**config.mk**
```make
export PLATFORM = sky130hd
export DESIGN_NAME = vend_core
export DESIGN_NICKNAME = d
export VERILOG_FILES = /design/src/rtl/vend_core_pkg.sv /design/src/rtl/vend_change_pick.sv /design/src/rtl/vend_core.sv
export SDC_FILE = /design/constraint.sdc
export NUM_CORES = 1
export LEC_CHECK = 0
export CORE_UTILIZATION = 30
export DETAILED_ROUTE_END_ITERATION = 10
export SLEW_MARGIN = 0
export SYNTH_ARGS = -nofsm -noshare
export SYNTH_HDL_FRONTEND = slang
export SYNTH_SLANG_ARGS = --single-unit
```
**constraint.sdc**
```tcl
create_clock -name clk -period 6.9 [get_ports clk]
set_input_delay 1.035 -clock clk [delete_from_list [all_inputs] [get_ports clk]]
set_output_delay 1.035 -clock clk [all_outputs]
set_load 0.02 [all_outputs]
```
**src/rtl/vend_core_pkg.sv**
```systemverilog
// Shared definitions for the vending core: coin bit positions, denominations,
// FSM state encoding and a coin-to-value helper.
package vend_core_pkg;

  localparam int COIN_W     = 6;
  localparam int COIN_VAL_W = 10;

  localparam int COIN_5_BIT   = 0;
  localparam int COIN_10_BIT  = 1;
  localparam int COIN_25_BIT  = 2;
  localparam int COIN_50_BIT  = 3;
  localparam int COIN_100_BIT = 4;
  localparam int COIN_500_BIT = 5;

  localparam int DENOM_5   = 5;
  localparam int DENOM_10  = 10;
  localparam int DENOM_25  = 25;
  localparam int DENOM_50  = 50;
  localparam int DENOM_100 = 100;
  localparam int DENOM_500 = 500;

  typedef enum logic [1:0] {
    ST_IDLE   = 2'd0,
    ST_VEND   = 2'd1,
    ST_CHANGE = 2'd2
  } state_e;

  // Value in cents of a one-hot coin pattern; zero for no coin.
  function automatic logic [COIN_VAL_W-1:0] coin_value(input logic [COIN_W-1:0] coin);
    logic [COIN_VAL_W-1:0] v;
    v = '0;
    if (coin[COIN_5_BIT])   v = COIN_VAL_W'(DENOM_5);
    if (coin[COIN_10_BIT])  v = COIN_VAL_W'(DENOM_10);
    if (coin[COIN_25_BIT])  v = COIN_VAL_W'(DENOM_25);
    if (coin[COIN_50_BIT])  v = COIN_VAL_W'(DENOM_50);
    if (coin[COIN_100_BIT]) v = COIN_VAL_W'(DENOM_100);
    if (coin[COIN_500_BIT]) v = COIN_VAL_W'(DENOM_500);
    return v;
  endfunction

endpackage

```
**src/rtl/vend_change_pick.sv**
```systemverilog
// Combinational change picker: largest denomination not exceeding the given
// credit, as a one-hot coin plus its value. Zero coin when credit < 5.
module vend_change_pick
  import vend_core_pkg::*;
#(
  parameter int CREDIT_W = 11
) (
  input  logic [CREDIT_W-1:0]   credit,
  output logic [COIN_W-1:0]     coin,
  output logic [COIN_VAL_W-1:0] value
);

  // Widen to 32 bits so narrow credit widths still compare correctly against 500.
  logic [31:0] credit_w;
  assign credit_w = 32'(credit);

  // Largest-first priority selection.
  always_comb begin
    coin  = '0;
    value = '0;
    if (credit_w >= 32'(DENOM_500)) begin
      coin[COIN_500_BIT] = 1'b1;
      value = COIN_VAL_W'(DENOM_500);
    end else if (credit_w >= 32'(DENOM_100)) begin
      coin[COIN_100_BIT] = 1'b1;
      value = COIN_VAL_W'(DENOM_100);
    end else if (credit_w >= 32'(DENOM_50)) begin
      coin[COIN_50_BIT] = 1'b1;
      value = COIN_VAL_W'(DENOM_50);
    end else if (credit_w >= 32'(DENOM_25)) begin
      coin[COIN_25_BIT] = 1'b1;
      value = COIN_VAL_W'(DENOM_25);
    end else if (credit_w >= 32'(DENOM_10)) begin
      coin[COIN_10_BIT] = 1'b1;
      value = COIN_VAL_W'(DENOM_10);
    end else if (credit_w >= 32'(DENOM_5)) begin
      coin[COIN_5_BIT] = 1'b1;
      value = COIN_VAL_W'(DENOM_5);
    end
  end

endmodule

```
**src/rtl/vend_core.sv**
```systemverilog
// Vending machine core: credit accumulation with saturation, per-slot stock,
// one-cycle VEND and a coin-per-cycle CHANGE payout (largest coin first).
// Optional idle auto-refund is built when VEND_AUTO_REFUND_EN is defined.
// Handshake note: every input is a one-cycle pulse sampled at the clock edge;
// every pulse output is a registered one-cycle strobe, there is no backpressure.
module vend_core
  import vend_core_pkg::*;
#(
  parameter int NUM_SLOTS      = 9,
  parameter int SLOT_W         = 4,
  parameter int CREDIT_W       = 11,
  parameter int MAX_CREDIT     = 2000,
  parameter int STOCK_W        = 4,
  parameter int STOCK_INIT     = 5,
  parameter int TIMEOUT_CYCLES = 1000
) (
  input  logic                          clk,
  input  logic                          rst,
  input  logic [NUM_SLOTS-1:0]          slot_sel,
  input  logic [COIN_W-1:0]             coin_in,
  input  logic                          cancel,
  input  logic                          restock,
  input  logic [NUM_SLOTS*CREDIT_W-1:0] prices,
  output logic [CREDIT_W-1:0]           credit,
  output logic [NUM_SLOTS-1:0]          slot_ok,
  output logic [NUM_SLOTS-1:0]          slot_empty,
  output logic                          vend_valid,
  output logic [SLOT_W-1:0]             vend_slot,
  output logic                          deny,
  output logic [COIN_W-1:0]             coin_out,
  output logic                          coin_reject,
  output logic                          busy
);

  localparam int CW1 = CREDIT_W + 1;

  if ((SLOT_W < $clog2(NUM_SLOTS)) || (MAX_CREDIT % 5 != 0) ||
      (MAX_CREDIT >= (2 ** CREDIT_W)) || (TIMEOUT_CYCLES < 1)) begin : g_param_err
    $error("vend_core: inconsistent parameters");
  end

  state_e                  state_q, state_d;
  logic [CREDIT_W-1:0]     credit_q, credit_d;
  logic [STOCK_W-1:0]      stock_q [NUM_SLOTS];
  logic [STOCK_W-1:0]      stock_d [NUM_SLOTS];
  logic                    vend_valid_q, vend_valid_d;
  logic [SLOT_W-1:0]       vend_slot_q, vend_slot_d;
  logic                    deny_q, deny_d;
  logic [COIN_W-1:0]       coin_out_q, coin_out_d;
  logic [COIN_VAL_W-1:0]   coin_val_q, coin_val_d;
  logic                    coin_reject_q, coin_reject_d;

  logic [CREDIT_W-1:0]     price_arr [NUM_SLOTS];
  logic [SLOT_W-1:0]       sel_idx;
  logic [CW1-1:0]          coin_sum;
  logic [COIN_W-1:0]       pick_coin;
  logic [COIN_VAL_W-1:0]   pick_val;
  logic                    timer_expired;

  // Unpack the flat price table and build the LED status vectors.
  always_comb begin
    for (int i = 0; i < NUM_SLOTS; i++) begin
      price_arr[i]  = prices[i*CREDIT_W +: CREDIT_W];
      slot_empty[i] = (stock_q[i] == '0);
      slot_ok[i]    = (stock_q[i] != '0) && (credit_q >= price_arr[i]);
    end
  end

  // Lowest set select bit wins.
  always_comb begin
    sel_idx = '0;
    for (int i = NUM_SLOTS - 1; i >= 0; i--) begin
      if (slot_sel[i]) sel_idx = SLOT_W'(i);
    end
  end

  assign coin_sum = {1'b0, credit_q} + CW1'(coin_value(coin_in));

  // FSM next state, credit, stock and pulse outputs.
  always_comb begin
    state_d       = state_q;
    credit_d      = credit_q;
    stock_d       = stock_q;
    vend_valid_d  = 1'b0;
    vend_slot_d   = vend_slot_q;
    deny_d        = 1'b0;
    coin_reject_d = 1'b0;
    case (state_q)
      ST_IDLE: begin
        if (cancel || timer_expired) begin
          if (credit_q != '0) state_d = ST_CHANGE;
        end else if (restock) begin
          for (int i = 0; i < NUM_SLOTS; i++) stock_d[i] = STOCK_W'(STOCK_INIT);
        end else if (coin_in != '0) begin
          if ($onehot(coin_in) && (coin_sum <= CW1'(MAX_CREDIT))) begin
            credit_d = coin_sum[CREDIT_W-1:0];
          end else begin
            coin_reject_d = 1'b1;
          end
        end else if (slot_sel != '0) begin
          if ((stock_q[sel_idx] != '0) && (credit_q >= price_arr[sel_idx])) begin
            state_d      = ST_VEND;
            vend_valid_d = 1'b1;
            vend_slot_d  = sel_idx;
          end else begin
            deny_d = 1'b1;
          end
        end
      end
      ST_VEND: begin
        credit_d = credit_q - price_arr[vend_slot_q];
        if (stock_q[vend_slot_q] != '0) begin
          stock_d[vend_slot_q] = stock_q[vend_slot_q] - STOCK_W'(1);
        end
        state_d       = (credit_d != '0) ? ST_CHANGE : ST_IDLE;
        coin_reject_d = (coin_in != '0);
      end
      ST_CHANGE: begin
        // coin_out_q is the coin being paid this cycle; remove its value.
        credit_d      = credit_q - CREDIT_W'(coin_val_q);
        state_d       = (credit_d != '0) ? ST_CHANGE : ST_IDLE;
        coin_reject_d = (coin_in != '0);
      end
      default: state_d = ST_IDLE;
    endcase
  end

  vend_change_pick #(
    .CREDIT_W (CREDIT_W)
  ) u_pick (
    .credit (credit_d),
    .coin   (pick_coin),
    .value  (pick_val)
  );

  // Pre-select the coin for the next cycle so it shows while CHANGE is active.
  always_comb begin
    coin_out_d = '0;
    coin_val_d = '0;
    if (state_d == ST_CHANGE) begin
      coin_out_d = pick_coin;
      coin_val_d = pick_val;
    end
  end

`ifdef VEND_AUTO_REFUND_EN
  localparam int TMR_W = (TIMEOUT_CYCLES > 1) ? $clog2(TIMEOUT_CYCLES) : 1;

  logic [TMR_W-1:0] timer_q, timer_d;

  assign timer_expired = (state_q == ST_IDLE) && (credit_q != '0) &&
                         (timer_q == TMR_W'(TIMEOUT_CYCLES - 1));

  // Idle timer: runs only while credit is held in IDLE; any accepted coin or deny restarts it.
  always_comb begin
    timer_d = timer_q + TMR_W'(1);
    if ((state_q != ST_IDLE) || (credit_q == '0) || (credit_d != credit_q) ||
        deny_d || timer_expired) begin
      timer_d = '0;
    end
  end

  // Idle timer register.
  always_ff @(posedge clk) begin
    if (rst) timer_q <= '0;
    else     timer_q <= timer_d;
  end
`else
  assign timer_expired = 1'b0;
`endif

  // State and output registers with synchronous reset.
  always_ff @(posedge clk) begin
    if (rst) begin
      state_q       <= ST_IDLE;
      credit_q      <= '0;
      for (int i = 0; i < NUM_SLOTS; i++) stock_q[i] <= STOCK_W'(STOCK_INIT);
      vend_valid_q  <= 1'b0;
      vend_slot_q   <= '0;
      deny_q        <= 1'b0;
      coin_out_q    <= '0;
      coin_val_q    <= '0;
      coin_reject_q <= 1'b0;
    end else begin
      state_q       <= state_d;
      credit_q      <= credit_d;
      stock_q       <= stock_d;
      vend_valid_q  <= vend_valid_d;
      vend_slot_q   <= vend_slot_d;
      deny_q        <= deny_d;
      coin_out_q    <= coin_out_d;
      coin_val_q    <= coin_val_d;
      coin_reject_q <= coin_reject_d;
    end
  end

  assign credit      = credit_q;
  assign vend_valid  = vend_valid_q;
  assign vend_slot   = vend_slot_q;
  assign deny        = deny_q;
  assign coin_out    = coin_out_q;
  assign coin_reject = coin_reject_q;
  assign busy        = (state_q != ST_IDLE);

endmodule

```
After elaboration in Yosys (flattened, before gate mapping):

Cells that the tools add are included.

* bits in registers: 72
* memory bits (read-only): 0
* output and inout port bits: 43
* latch bits: 0
* bits of input ports: 118
* memories: 0
* bits in writable memories: 0

* $add $sub $neg: 9
* order comparisons: 20
* mux-type cells: 67
* reductions and logical operators: 50
* shift-type cells: 0
* multiply operators: 0
* bitwise operators: 8
* eq/ne operators: 7
* divide/modulo/power cells: 0

Operators with widths (number)
* >= comparator 11 bit: 10
* two-way mux 36 bit: 3
* binary-select mux 11 bit (select 4 bit): 2
* two-way mux 11 bit: 8
* one-hot mux 36 bit (2 select lines): 1
* two-way mux 4 bit: 14
* two-way mux 10 bit: 5
* two-way mux 9 bit: 5
* nonzero test 4 bit: 11
* bitwise mux 36 bit: 1
* logical NOT 4 bit: 9
* one-hot mux 11 bit (3 select lines): 1
* nonzero test 11 bit: 3
* binary-select mux 4 bit (select 4 bit): 2
* demux 4 bit (select 4 bit): 1
* two-way mux 2 bit: 8
* adder 11 x 10 -> 12 bit: 1
* <= comparator 12 x 11 -> 1 bit (second input constant): 1
* logical AND 1 bit: 12
* two-way mux 1 bit: 12
* OR reduction 6 bit: 2
* >= comparator 11 x 3 -> 1 bit (second input constant): 1
* >= comparator 11 x 4 -> 1 bit (second input constant): 1
* >= comparator 11 x 5 -> 1 bit (second input constant): 1
* 31 further kinds: 46

Depth between registers and ports, before layout:

* word-level depth: 24
* gate-level depth with buffers: 21
* mapped depth without buffers: 20

Hierarchy:

Synthesis repeated with hierarchy kept, for this count alone.

* cells, all modules: 1311
* area total of the unflattened synthesis: 10143.5 um2

Modules (own cells, without submodules)
* vend_core: area an instance 9919.5 um2, instances 1, cells each 1278
* vend_change_pick: area an instance 224.0 um2, instances 1, cells each 33

Worst setup path after synthesis:

No wires, ideal clock.

* path kind: input-to-reg
* start point: input slot_sel[6]
* end point: register coin_val_q[0]
* data required time: 6842 ps
* library setup time: 58 ps
* buffers on the path: 1
* arrival time: 5441 ps
* setup slack: 1401 ps
* stages: 20
* cells stage by stage: nand2b_1 -> a221oi_4 -> nor2_1 -> nor2_1 -> buf_2 -> mux4_2 -> a32oi_1 -> o22ai_1 -> ha_1 -> nand2b_1 -> a21o_1 -> a21oi_1 -> o21ai_0 -> a31o_2 -> or3b_1 -> a21boi_1 -> o2111a_1 -> a2111oi_4 -> nor4b_2 -> or2_1

* word-level cells in the longest chain between the ends: 22
* elaborated cells on any way between the ends: 27

RTL lines
* from (decl): RTL line vend_core.sv:19 `input logic [NUM_SLOTS-1:0] slot_sel,`
* two-way mux 4 bit (7 in series): RTL line vend_core.sv:73 `if (slot_sel[i]) sel_idx = SLOT_W'(i);`
* inverter 4 -> 5 bit (not written as such): RTL line vend_core.sv:101 `if ((stock_q[sel_idx] != '0) && (credit_q >= price_arr[sel_idx])) begin`
* binary-select mux 11 bit (select 4 bit) or binary-select mux 4 bit (select 4 bit) (tied branches): RTL line vend_core.sv:101
* two-way mux 11 bit (not written as such) or two-way mux 4 bit (tied branches) (2 in series): RTL line vend_core.sv:101
* >= comparator 11 bit or nonzero test 4 bit (tied branches): RTL line vend_core.sv:101
* logical AND 1 bit: RTL line vend_core.sv:101
* two-way mux 2 bit: RTL line vend_core.sv:101
* two-way mux 2 bit *: RTL line vend_core.sv:100 `end else if (slot_sel != '0) begin`
* two-way mux 2 bit *: RTL line vend_core.sv:94 `end else if (coin_in != '0) begin`
* two-way mux 2 bit *: RTL line vend_core.sv:92 `end else if (restock) begin`
* two-way mux 2 bit *: RTL line vend_core.sv:90 `if (cancel || timer_expired) begin`
* one-hot mux 2 bit (3 select lines) *: RTL line vend_core.sv:88 `case (state_q)`
* == test 2 bit *: RTL line vend_core.sv:140 `if (state_d == ST_CHANGE) begin`
* inverter 1 bit (no source line) *
* OR reduction 5 bit (no source line) *
* to (signal assigned): RTL line vend_core.sv:192 `coin_val_q <= coin_val_d;`
* to (decl): RTL line vend_core.sv:50 `logic [COIN_VAL_W-1:0] coin_val_q, coin_val_d;`

Mark *: on every way between the ends. The rest lies on a longest branch, timed or not. The select of a mux whose other input is x is not followed.
A chain may end at the register's enable or synchronous reset.

Worst setup path in the final report:

* start point: input slot_sel[4]
* end point: register coin_out_q[1] (netlist: coin_out[1])

* word-level cells in the longest chain between the ends: 20
* elaborated cells on any way between the ends: 25

RTL lines
* two-way mux 4 bit (5 in series): RTL line vend_core.sv:73
* inverter 4 -> 5 bit (not written as such): RTL line vend_core.sv:101
* binary-select mux 11 bit (select 4 bit) or binary-select mux 4 bit (select 4 bit) (tied branches): RTL line vend_core.sv:101
* two-way mux 11 bit (not written as such) or two-way mux 4 bit (tied branches) (2 in series): RTL line vend_core.sv:101
* >= comparator 11 bit or nonzero test 4 bit (tied branches): RTL line vend_core.sv:101
* logical AND 1 bit: RTL line vend_core.sv:101
* two-way mux 2 bit: RTL line vend_core.sv:101
* two-way mux 2 bit *: RTL line vend_core.sv:100
* two-way mux 2 bit *: RTL line vend_core.sv:94
* two-way mux 2 bit *: RTL line vend_core.sv:92
* two-way mux 2 bit *: RTL line vend_core.sv:90
* one-hot mux 2 bit (3 select lines) *: RTL line vend_core.sv:88
* == test 2 bit *: RTL line vend_core.sv:140
* inverter 1 bit (no source line) *
* OR reduction 6 bit (no source line) *
* to (signal assigned): RTL line vend_core.sv:191 `coin_out_q <= coin_out_d;`
* to (decl): RTL line vend_core.sv:49 `logic [COIN_W-1:0] coin_out_q, coin_out_d;`

Marks and branches as above.

==> impl_metrics.json <==
{
  "port_buffers": 160,
  "ys_ff_latch": 69,
  "core_area_sq_mm": 0.0327,
  "area_growth_syn_to_layout_pct": 25.2,
  "outcome": "finished, final reports clean",
  "hold_depth": 1,
  "drc": 0,
  "track_usage": 0.228,
  "cellPowerDensity_mw_per_mm2": 297,
  "die_y_microns": 185,
  "stdcell_area_sq_mm": 0.0125,
  "clk_latency_ps": 340,
  "crit_type": "input pin to flop",
  "avgRoutedWirePerCell_microns": 21.2,
  "synth_top_cell_by_area": "ha_1",
  "synthTopCellsByCount": "ha_1 (147), inv_1 (138), nor2_1 (120)",
  "tightest_slew_ps": 1200,
  "synth.distinct_cells": 86,
  "cts_resized": 0,
  "first_iter_violations": 947,
  "clock_skew_ps": 8.64,
  "synthCells": 1226,
  "clock_path_buffers": 2,
  "initial_core_util": 0.306,
  "slew_headroom": 0.195,
  "async_flop_share": 0,
  "post-route-period-util": 0.859,
  "setup.worst_path.start_class": "input pin",
  "r2r_cells": 16,
  "clk_pin_slew_ps": 60,
  "crit_path_top_delay_cell": "clkdlybuf4s50_1",
  "ff2ff_setup_slack_ps": 1880,
  "syn_avg_cell_area_sq_um": 8.16,
  "grt_max_degree": 58,
  "grt_pass1_vias": 10400,
  "layout-drive-gt1-share": 0.0932,
  "cp.buffers_inverters": 3,
  "dieArea_sq_mm": 0.0341,
  "path_max_fanout": 16,
  "htree_levels": 3,
  "cts.sinks": 69,
  "finalCriticalPeriod_ps": 5930,
  "cts_tree": "built",
  "ctsHoldBuffers": 0,
  "wl_microns": 38700,
  "cts_setup_buffers": 0,
  "cap_violations": 0,
  "crit_path_end_kind": "flop",
  "arrival_ps": 6170,
  "hp-class": "flop to flop",
  "rsz0062_at_grt": "no",
  "fin_tns_setup_ps": 0,
  "synth_fp_nets": 1497,
  "worst-path-stages": 19,
  "whs_endpoint": "stock_q[30]",
  "syn_area_sq_mm": 0.0100,
  "synth.area.top_cells": "ha_1 (18%), dfxtp_1 (14%), mux4_2 (12%)",
  "yosysWarnings": 0,
  "clk_root_buffer_cell": "clkbuf_16",
  "gr-total-overflow": 0,
  "drv_slew": 0,
  "yosysMostFrequentCell": "ha_1",
  "setup_viol": 0,
  "place_congestion": 0.939,
  "post_dp_cell_area_sq_mm": 0.0122,
  "grt_pass1_wl_microns": 58800,
  "synth_seq_area_share": 0.138,
  "cp_cell_sequence": "clkdlybuf4s50_1, o31ai_1, and2_1, buf_4, mux4_2, inv_1, o22ai_1, ha_1, nand2b_1, a21o_1, a21oi_1, o21ai_0, a31o_2, o211ai_1, a21boi_1, o2111a_1, a2111oi_4, nand2_1, nor3_1",
  "num-nets-final": 1650,
  "drt-vias-per-instance": 5.69,
  "irDropWorstVdd_v": 0.000163,
  "ios": 161,
  "synth_ff_type": "dfxtp_1",
  "hold_viol": 0,
  "timing.rr.start": "vend_slot[0]",
  "antenna_left": 0,
  "dp_hpwl_microns": 30400,
  "fmax_mhz": 169,
  "synth_top_area_frac": 0.184,
  "dieWidth_microns": 185,
  "min_from": "stock_q[30]",
  "crit_path_max_incr_delay_ps": 540,
  "final_core_util": 0.383,
  "via_count": 10400,
  "r2r-end": "coin_val_q[2]",
  "p_leak_nw": 5.14,
  "rows": 66,
  "required_ps": 7140,
  "antenna_cells": 0,
  "synth-edff-count": 0,
  "first_pass_iters": 5,
  "crit_family": "compound AO/OA/AOI/OAI gates",
  "grt_antenna_before_repair": 2,
  "cts_made_buffers": 9,
  "fillerInstances": 3368
}
[cell usage in the layout, fill, tap and decap left out, drive strengths merged, types with 5 or more instances in the layout]
| cell type | Yosys | final |
|---|---|---|
| nor3 | 26 | 26 |
| o21ai | 71 | 71 |
| a21o | 7 | 7 |
| a21oi | 62 | 62 |
| inv | 139 | 139 |
| a22oi | 20 | 20 |
| a221oi | 5 | 5 |
| mux4 | 52 | 52 |
| nand2b | 33 | 33 |
| nor4 | 21 | 21 |
| clkbuf | 37 | 9 |
| nand3 | 13 | 13 |
| ha | 147 | 147 |
| nand4 | 22 | 22 |
| dfxtp | 69 | 69 |
| fa | 6 | 6 |
| a211oi | 11 | 11 |
| and3 | 5 | 5 |
| clkdlybuf4s50 | 0 | 159 |
| o211a | 5 | 5 |
| a211o | 14 | 14 |
| o211ai | 16 | 16 |
| or2 | 9 | 9 |
| o22ai | 17 | 17 |
| o21a | 74 | 74 |
| nor2b | 20 | 20 |
| nand2 | 64 | 64 |
| nor2 | 120 | 120 |
| buf | 8 | 28 |
| mux2i | 21 | 21 |
| a41oi | 8 | 8 |
| xnor2 | 11 | 11 |
| o31ai | 6 | 6 |
| a31oi | 6 | 6 |
| or3 | 5 | 5 |
| nor3b | 5 | 5 |
| a21boi | 6 | 6 |
[per-stage QoR]
| step | instances | hold WS (ps) | setup slack (ps) | power [mW] |
|---|---|---|---|---|
| detailed placement | 1810 | 469 | 644 | 3.18 |
| finish | 1826 | 477 | 971 | 3.71 |
| global route | 1826 | 517 | 554 | 4.01 |
| CTS | 1826 | 484 | 960 | 3.70 |
| global placement | 1810 | 463 | 770 | 3.15 |
| floorplan | 1226 | 445 | 1400 | 2.34 |
[state kept, by name, summed over array words and instances, names as in the netlist]
signal and flops:
coin_out 5, coin_reject 1, coin_val_q 8, credit 11
deny 1, state_q 2, stock_q 36, vend_slot 4
vend_valid 1
[worst max-delay path by stage]
stage,from,to,slack [ps]
after floorplan,slot_sel[6],coin_val_q[0],1400
after global placement,slot_sel[5],coin_val_q[0],770
after detailed placement,slot_sel[5],coin_out[1],640
after CTS,slot_sel[5],coin_out[1],960
after global routing,slot_sel[4],coin_out[1],550
final,slot_sel[4],coin_out[1],970
[layer usage]
| metal | GRT usage | wire (microns) | up-vias |
|---|---|---|---|
| met3 | 0.0397 | 3190 | 92 |
| met2 | 0.373 | 17700 | 449 |
| met1 | 0.290 | 16200 | 4951 |
| met5 | 0 | 0 | - |
| li1 | - | - | 4889 |
| met4 | 0.104 | 1560 | 0 |
[cells by family (layout without fill, tap and decap cells)]
group / after synthesis / count (layout) / share of synthesized area
XOR/XNOR: 14 / 14 / 0.0123
adder cells (fa/ha/maj): 153 / 153 / 0.196
AND/OR/NAND/NOR: 360 / 360 / 0.181
buffers and inverters: 184 / 342 / 0.0701
flip-flops: 69 / 69 / 0.138
AO/OA/AOI/OAI: 370 / 370 / 0.261
multiplexers: 76 / 76 / 0.142
[power by group]
part	total [mW]	internal (mW)	switching (mW)
Sequential	0.564	0.468	0.0959
Clock	0.503	0.317	0.186
Combinational	2.65	1.11	1.54
[layout make-up]
| class | count | area (sq um) | area share |
|---|---|---|---|
| Multi-Input combinational cell | 973 | 7930 | 0.634 |
| Timing Repair Buffer | 187 | 1800 | 0.144 |
| Sequential cell | 69 | 1380 | 0.111 |
| Tap cell | 442 | 553 | 0.0442 |
| Inverter | 139 | 522 | 0.0417 |
| Clock buffer | 9 | 225 | 0.0180 |
| Clock inverter | 7 | 100 | 0.00800 |
Power figures use the tool's default switching activity.
